## config.mk

```make
export PLATFORM = sky130hd
export DESIGN_NAME = if_id_buffer_flat
export DESIGN_NICKNAME = d
export VERILOG_FILES = /design/src/rtl/if_id_pkg.sv /design/src/rtl/if_id_buffer_if.sv /design/src/rtl/if_id_buffer.sv /design/src/flat_wrapper.sv
export SDC_FILE = /design/constraint.sdc
export NUM_CORES = 1
export LEC_CHECK = 0
export CORE_ASPECT_RATIO = 1.1
export CORE_MARGIN = 1
export CORE_UTILIZATION = 25
export CTS_CLUSTER_DIAMETER = 60
export DETAILED_ROUTE_END_ITERATION = 10
export GPL_TIMING_DRIVEN = 0
export PLACE_DENSITY = 0.54
export SYNTH_ARGS = -nofsm -noshare
export SYNTH_HDL_FRONTEND = slang
export SYNTH_SLANG_ARGS = --single-unit
```

## constraint.sdc

```tcl
create_clock -name Clk -period 7.8 [get_ports Clk]
set_clock_uncertainty 0.15 [all_clocks]
set_input_delay 1.17 -clock Clk [delete_from_list [all_inputs] [get_ports Clk]]
set_output_delay 1.17 -clock Clk [all_outputs]
set_load 0.02 [all_outputs]
```

## src/rtl/if_id_pkg.sv

```systemverilog
// IF/ID pipeline buffer: shared constants and the buffered entry type.
// Optional build macro used by the buffer: IFID_STALL_CNT_EN.
package if_id_pkg;

    localparam int unsigned XLEN  = 32;
    localparam int unsigned DEPTH = 2;

    localparam logic [XLEN-1:0] NOP = 32'h0000_0000;

    typedef struct packed {
        logic [XLEN-1:0] instruction;
        logic [XLEN-1:0] pc;
    } entry_t;

endpackage

```

## src/rtl/if_id_buffer_if.sv

```systemverilog
// IF/ID buffer bus: fetch-side push handshake, decode-side pop handshake and flush.
// The buffer itself takes the slave view; the fetch/decode environment takes master.
interface if_id_buffer_if #(
    parameter int unsigned DATA_W = 32
) ();

    logic [DATA_W-1:0] InInstruction;
    logic [DATA_W-1:0] InPC;
    logic              InValid;
    logic              InReady;
    logic              Flush;
    logic [DATA_W-1:0] OutInstruction;
    logic [DATA_W-1:0] OutPC;
    logic [DATA_W-1:0] OutPCPlus4;
    logic              OutValid;
    logic              OutReady;

    modport slave (
        input  InInstruction, InPC, InValid, Flush, OutReady,
        output InReady, OutInstruction, OutPC, OutPCPlus4, OutValid
    );

    modport master (
        output InInstruction, InPC, InValid, Flush, OutReady,
        input  InReady, OutInstruction, OutPC, OutPCPlus4, OutValid
    );

endinterface

```

## src/rtl/if_id_buffer.sv

```systemverilog
// IF/ID buffer: 2-entry in-order FIFO of {instruction, pc} between fetch and decode.
// InReady/OutValid come from the registered count only; Flush empties the buffer
// and drops that cycle's input. Defining IFID_STALL_CNT_EN adds the StallCount
// output, counting cycles where decode holds a valid head.
module if_id_buffer
    import if_id_pkg::*;
#(
    parameter int unsigned       DATA_W   = XLEN,
    parameter logic [DATA_W-1:0] NOP_WORD = DATA_W'(NOP)
) (
    input  logic        Clk,
    input  logic        Reset,
`ifdef IFID_STALL_CNT_EN
    output logic [31:0] StallCount,
`endif
    if_id_buffer_if.slave bus
);

    entry_t            mem [DEPTH];
    logic              rd_ptr;
    logic              wr_ptr;
    logic [1:0]        count;
    logic              push;
    logic              pop;
    entry_t            head;
    logic [DATA_W-1:0] out_instr;
    logic [DATA_W-1:0] out_pc;

    assign bus.InReady  = (count < 2'(DEPTH));
    assign bus.OutValid = (count != '0);
    assign push         = bus.InValid && bus.InReady;
    assign pop          = bus.OutValid && bus.OutReady;
    assign head         = mem[rd_ptr];

    // Head presentation: NOP and PC 0 when empty, otherwise the oldest entry.
    always_comb begin
        out_instr = NOP_WORD;
        out_pc    = '0;
        if (bus.OutValid) begin
            out_instr = DATA_W'(head.instruction);
            out_pc    = DATA_W'(head.pc);
        end
    end

    assign bus.OutInstruction = out_instr;
    assign bus.OutPC          = out_pc;
    assign bus.OutPCPlus4     = out_pc + DATA_W'(4);

    // Storage, pointers and occupancy; flush wins over any push/pop that cycle.
    always_ff @(posedge Clk or negedge Reset) begin
        if (!Reset) begin
            for (int unsigned i = 0; i < DEPTH; i++) begin
                mem[i] <= '0;
            end
            rd_ptr <= 1'b0;
            wr_ptr <= 1'b0;
            count  <= '0;
        end else if (bus.Flush) begin
            rd_ptr <= 1'b0;
            wr_ptr <= 1'b0;
            count  <= '0;
        end else begin
            if (push) begin
                mem[wr_ptr] <= '{instruction: XLEN'(bus.InInstruction), pc: XLEN'(bus.InPC)};
                wr_ptr      <= ~wr_ptr;
            end
            if (pop) begin
                rd_ptr <= ~rd_ptr;
            end
            count <= count + {1'b0, push} - {1'b0, pop};
        end
    end

`ifdef IFID_STALL_CNT_EN
    // Decode back-pressure counter; survives Flush, cleared only by Reset.
    always_ff @(posedge Clk or negedge Reset) begin
        if (!Reset) begin
            StallCount <= '0;
        end else if (bus.OutValid && !bus.OutReady) begin
            StallCount <= StallCount + 32'd1;
        end
    end
`endif

endmodule

```

## src/flat_wrapper.sv

```systemverilog
// flat-port wrapper written by rule: the top's interface ports become plain ports
module if_id_buffer_flat import if_id_pkg::*;
#(
    parameter int unsigned       DATA_W   = XLEN,
    parameter logic [DATA_W-1:0] NOP_WORD = DATA_W'(NOP)
)
  (Clk, Reset, bus_InInstruction, bus_InPC, bus_InValid, bus_Flush, bus_OutReady, bus_InReady, bus_OutInstruction, bus_OutPC, bus_OutPCPlus4, bus_OutValid);
  if_id_buffer_if #(.DATA_W(DATA_W)) bus_i ();
  input  logic Clk;
  input  logic Reset;
  input wire logic [$bits(bus_i.InInstruction)-1:0] bus_InInstruction;
  input wire logic [$bits(bus_i.InPC)-1:0] bus_InPC;
  input wire logic [$bits(bus_i.InValid)-1:0] bus_InValid;
  input wire logic [$bits(bus_i.Flush)-1:0] bus_Flush;
  input wire logic [$bits(bus_i.OutReady)-1:0] bus_OutReady;
  output wire logic [$bits(bus_i.InReady)-1:0] bus_InReady;
  output wire logic [$bits(bus_i.OutInstruction)-1:0] bus_OutInstruction;
  output wire logic [$bits(bus_i.OutPC)-1:0] bus_OutPC;
  output wire logic [$bits(bus_i.OutPCPlus4)-1:0] bus_OutPCPlus4;
  output wire logic [$bits(bus_i.OutValid)-1:0] bus_OutValid;
  assign bus_i.InInstruction = bus_InInstruction;
  assign bus_i.InPC = bus_InPC;
  assign bus_i.InValid = bus_InValid;
  assign bus_i.Flush = bus_Flush;
  assign bus_i.OutReady = bus_OutReady;
  assign bus_InReady = bus_i.InReady;
  assign bus_OutInstruction = bus_i.OutInstruction;
  assign bus_OutPC = bus_i.OutPC;
  assign bus_OutPCPlus4 = bus_i.OutPCPlus4;
  assign bus_OutValid = bus_i.OutValid;
  if_id_buffer #(.DATA_W(DATA_W), .NOP_WORD(NOP_WORD)) u_core (.Clk(Clk), .Reset(Reset), .bus(bus_i));
endmodule
```

==> results.json <==
{
  "initial_utilization_pct": 25.4,
  "regToRegStartpoint": "u_core.count[1]",
  "clk_root_buffer_cell": "sky130_fd_sc_hd__clkbuf_16",
  "post_drt_via_cell_ratio": 4.39,
  "syn_avg_cell_area_um2": 12.6,
  "floorplan.die.height_um": 176,
  "grt_busiest_layer": "met2",
  "worst-setup-path-type": "flip-flop to output pin",
  "final_common_cell": "sky130_fd_sc_hd__clkdlybuf4s50_1",
  "hp-start": "u_core.mem[2]",
  "cp_max_fo": 10,
  "fp.coreArea_um2": 27000,
  "dieWidth_um": 160,
  "synth_nets": 614,
  "top_level_ports": 167,
  "min_period_over_period_pct": 77.5,
  "h-tree-depth": 4,
  "synthesized_instance_count": 542,
  "power_switching_share_pct": 38.0,
  "tritoncts": "built",
  "rr_worst_depth": 8,
  "r2r_end": "u_core.count[1]",
  "globalRouteMet3Util_pct": 4.60,
  "maxClockFrequency_mhz": 165,
  "number_of_max_slew_violations_in_the_final_report": 0,
  "rsz0062_at_grt": "no",
  "route.detailed.drc": 0,
  "timing.final.hold_violations": 0,
  "crit_path_top_delay_cell": "sky130_fd_sc_hd__clkdlybuf4s50_1",
  "layoutNonFillerInstCount": 1099,
  "global_route.usage.met2_pct": 23.2,
  "synth_edf_count": 0,
  "post_cts_resized": 0,
  "routed_wire_length_um": 19300,
  "worst-slew-pin-transition_ns": 0.794,
  "grt_start_max_net_pins": 73,
  "postSynthRegisterBits": 132,
  "total_leakage_power_nw": 3.82,
  "ys_dominant_reg_cell": "sky130_fd_sc_hd__dfrtp_1",
  "fp.dieArea_um2": 28100,
  "final_nets": 800,
  "flow.area_growth_from_synthesis_pct": 40.3,
  "critical_path.endpoint_type": "output pin",
  "wire_length_of_the_first_global_routing_pass_um": 30700,
  "hold_path.class": "flip-flop to flip-flop",
  "global_route.overflow_total": 0,
  "cts_sinks": 132,
  "drt_pass1_iterations": 5,
  "postCtsSetupBuffers": 0,
  "worst_r2r_setup_slack_ns": 4.90,
  "placement.io_buffers": 166,
  "postLayoutSetupSlackWorst_ns": 1.76,
  "yosys_warnings": 0,
  "combPwrFrac_pct": 50.3,
  "syn-cell-area_um2": 6850,
  "crit_path_cell_count": 14,
  "place_worst_setup_slack_ns": 2.07,
  "power.share.clock_pct": 20.3,
  "detail_route.wl_per_cell_um": 17.6,
  "placedCellCount": 1066,
  "critical_path_required_ns": 6.48,
  "gr-usage-met1_pct": 18.6,
  "fin_util_pct": 35.6,
  "proportion_of_layout_cells_with_a_drive_suffix_above_1_pct": 29.9,
  "asyncSetResetFlopFracSynth_pct": 100,
  "first_global_vias": 5144,
  "finalSetupViolCount": 0,
  "seq_area_frac_synth_pct": 48.2,
  "max-vdd-ir-drop_mv": 0.180,
  "rows": 63,
  "run_status": "finished clean",
  "clkSlewWorstSetupHoldPaths_ns": 0.06,
  "worstPathCellList": "buf_6 > buf_6 > buf_4 > buf_2 > buf_2 > mux2i_1 > nor2_1 > ha_1 > o21ai_0 > a211oi_2 > nand4_4 > nor3_2 > xor2_1 > clkdlybuf4s50_1",
  "power.switching_mw": 1.58,
  "crit_arrival_ns": 4.72,
  "max_cap_viol_count": 0,
  "maxSlewHeadroom_pct": 47.0,
  "most-common-layout-cells": "sky130_fd_sc_hd__clkdlybuf4s50_1 (165), sky130_fd_sc_hd__dfrtp_1 (132), sky130_fd_sc_hd__mux2_2 (128)",
  "timing.final.crit_period_ns": 6.04,
  "gp_congestion": 0.780,
  "detailroute.via_count": 4827,
  "remaining_antenna_violation_count": 0,
  "power_density_nw_per_um2": 434,
  "cts_made_buffers": 17,
  "p_int_mw": 2.58,
  "origin_of_the_worst_setup_path": "u_core.rd_ptr",
  "drt_first_iter_violations": 170,
  "insertion_delay_ns": 0.42,
  "cpPeakStageDelay_ns": 0.64,
  "critPathTopFamily": "buffers and inverters",
  "hold_buffers": 0,
  "ctsLongestPathBuffers": 2,
  "worst_setup_path_endpoint": "bus_OutPCPlus4[28]",
  "overall_global_routing_usage_pct": 14.3,
  "cp-start-kind": "flip-flop",
  "hold_ws_ns": 0.353,
  "netlist-cell-type-count": 35,
  "crit_buf_inv": 6,
  "grt_antenna_before_repair": 2,
  "pwr-share-seq_pct": 29.3,
  "report.power.total_mw": 4.17,
  "dp.final_hpwl_um": 14000
}
## cell families (layout without fill, tap and decap cells)
| family | Yosys count | in the layout | synth area share, % |
|---|---|---|---|
| flops | 132 | 132 | 48.2 |
| fa+ha+maj | 3 | 3 | 0.548 |
| simple gates | 135 | 135 | 11.3 |
| xor+xnor | 32 | 32 | 4.09 |
| mux | 192 | 192 | 30.4 |
| other cells | 0 | 2 | 0 |
| compound gates | 9 | 9 | 1.72 |
| buf+inv | 39 | 237 | 3.64 |
## power groups by stage
stage | Clock (mW) | Sequential [mW] | Combinational (mW)
2_1_floorplan | 0 | 1.18 | 1.33
3_3_place_gp | 0 | 1.23 | 2.12
3_5_place_dp | 0 | 1.24 | 2.13
4_1_cts | 0.873 | 1.23 | 2.14
5_1_grt | 0.902 | 1.27 | 2.27
6_report | 0.847 | 1.22 | 2.10
## sequential cells by signal, indices dropped and copies added, names as in the netlist
signal / cells
u_core.mem: 128
u_core.rd_ptr: 1
u_core.wr_ptr: 1
u_core.count: 2
## cell type report
class                      instances  area (µm²)
antenna                            2        5.00
buffer                            33         226
clock buffer                      20         467
clock inverter                    11         150
fill                            2726       17400
inverter                           6        22.5
multi-input combinational        371        3290
sequential                       132        3300
tap                              357         447
timing repair buffer             167        1690
## worst min path at each step
stage,slack [ns],depth (start not counted),end
final,0.35,1,u_core.mem[2]
after CTS,0.36,1,u_core.mem[94]
after global placement,0.34,1,u_core.mem[87]
after global routing,0.37,1,u_core.mem[59]
after detailed placement,0.34,1,u_core.mem[123]
after floorplan,0.33,1,u_core.mem[127]
## per-stage QoR
stage	setup TNS, ns	instance area, µm²
finish	0	9610
detailed placement	0	8980
global route	0	9600
floorplan	0	6850
CTS	0	9600
global placement	-43.34	8950
## metal layers
metal / up-vias / wire length [µm] / part of all wire, %
li1: 2275 / - / -
met1: 2396 / 8920 / 46
met2: 148 / 8960 / 46
met3: 8 / 1320 / 6.8
met4: 0 / 107 / 0.55
met5: - / 0 / 0
## Yosys cell counts, types with 2 or more instances
master | number | area share [%]
sky130_fd_sc_hd__a211oi_2 | 3 | 0.55
sky130_fd_sc_hd__a211oi_4 | 3 | 0.88
sky130_fd_sc_hd__buf_12 | 2 | 0.58
sky130_fd_sc_hd__buf_2 | 23 | 1.7
sky130_fd_sc_hd__buf_4 | 3 | 0.33
sky130_fd_sc_hd__buf_6 | 4 | 0.66
sky130_fd_sc_hd__dfrtp_1 | 132 | 48
sky130_fd_sc_hd__ha_1 | 3 | 0.55
sky130_fd_sc_hd__inv_1 | 6 | 0.33
sky130_fd_sc_hd__mux2_2 | 128 | 21
sky130_fd_sc_hd__mux2i_1 | 64 | 9.4
sky130_fd_sc_hd__nand2_1 | 8 | 0.44
sky130_fd_sc_hd__nand3_1 | 14 | 1.0
sky130_fd_sc_hd__nand3_2 | 2 | 0.29
sky130_fd_sc_hd__nand3b_1 | 6 | 0.66
sky130_fd_sc_hd__nand3b_4 | 2 | 0.58
sky130_fd_sc_hd__nand4_1 | 7 | 0.64
sky130_fd_sc_hd__nor2_1 | 70 | 3.8
sky130_fd_sc_hd__nor2b_1 | 3 | 0.27
sky130_fd_sc_hd__nor3_1 | 3 | 0.22
sky130_fd_sc_hd__nor3_2 | 7 | 1.0
sky130_fd_sc_hd__nor4_2 | 5 | 0.91
sky130_fd_sc_hd__nor4_4 | 2 | 0.62
sky130_fd_sc_hd__xnor2_1 | 13 | 1.7
sky130_fd_sc_hd__xor2_1 | 19 | 2.4
No activity file was read; power rests on OpenSTA's default activity.
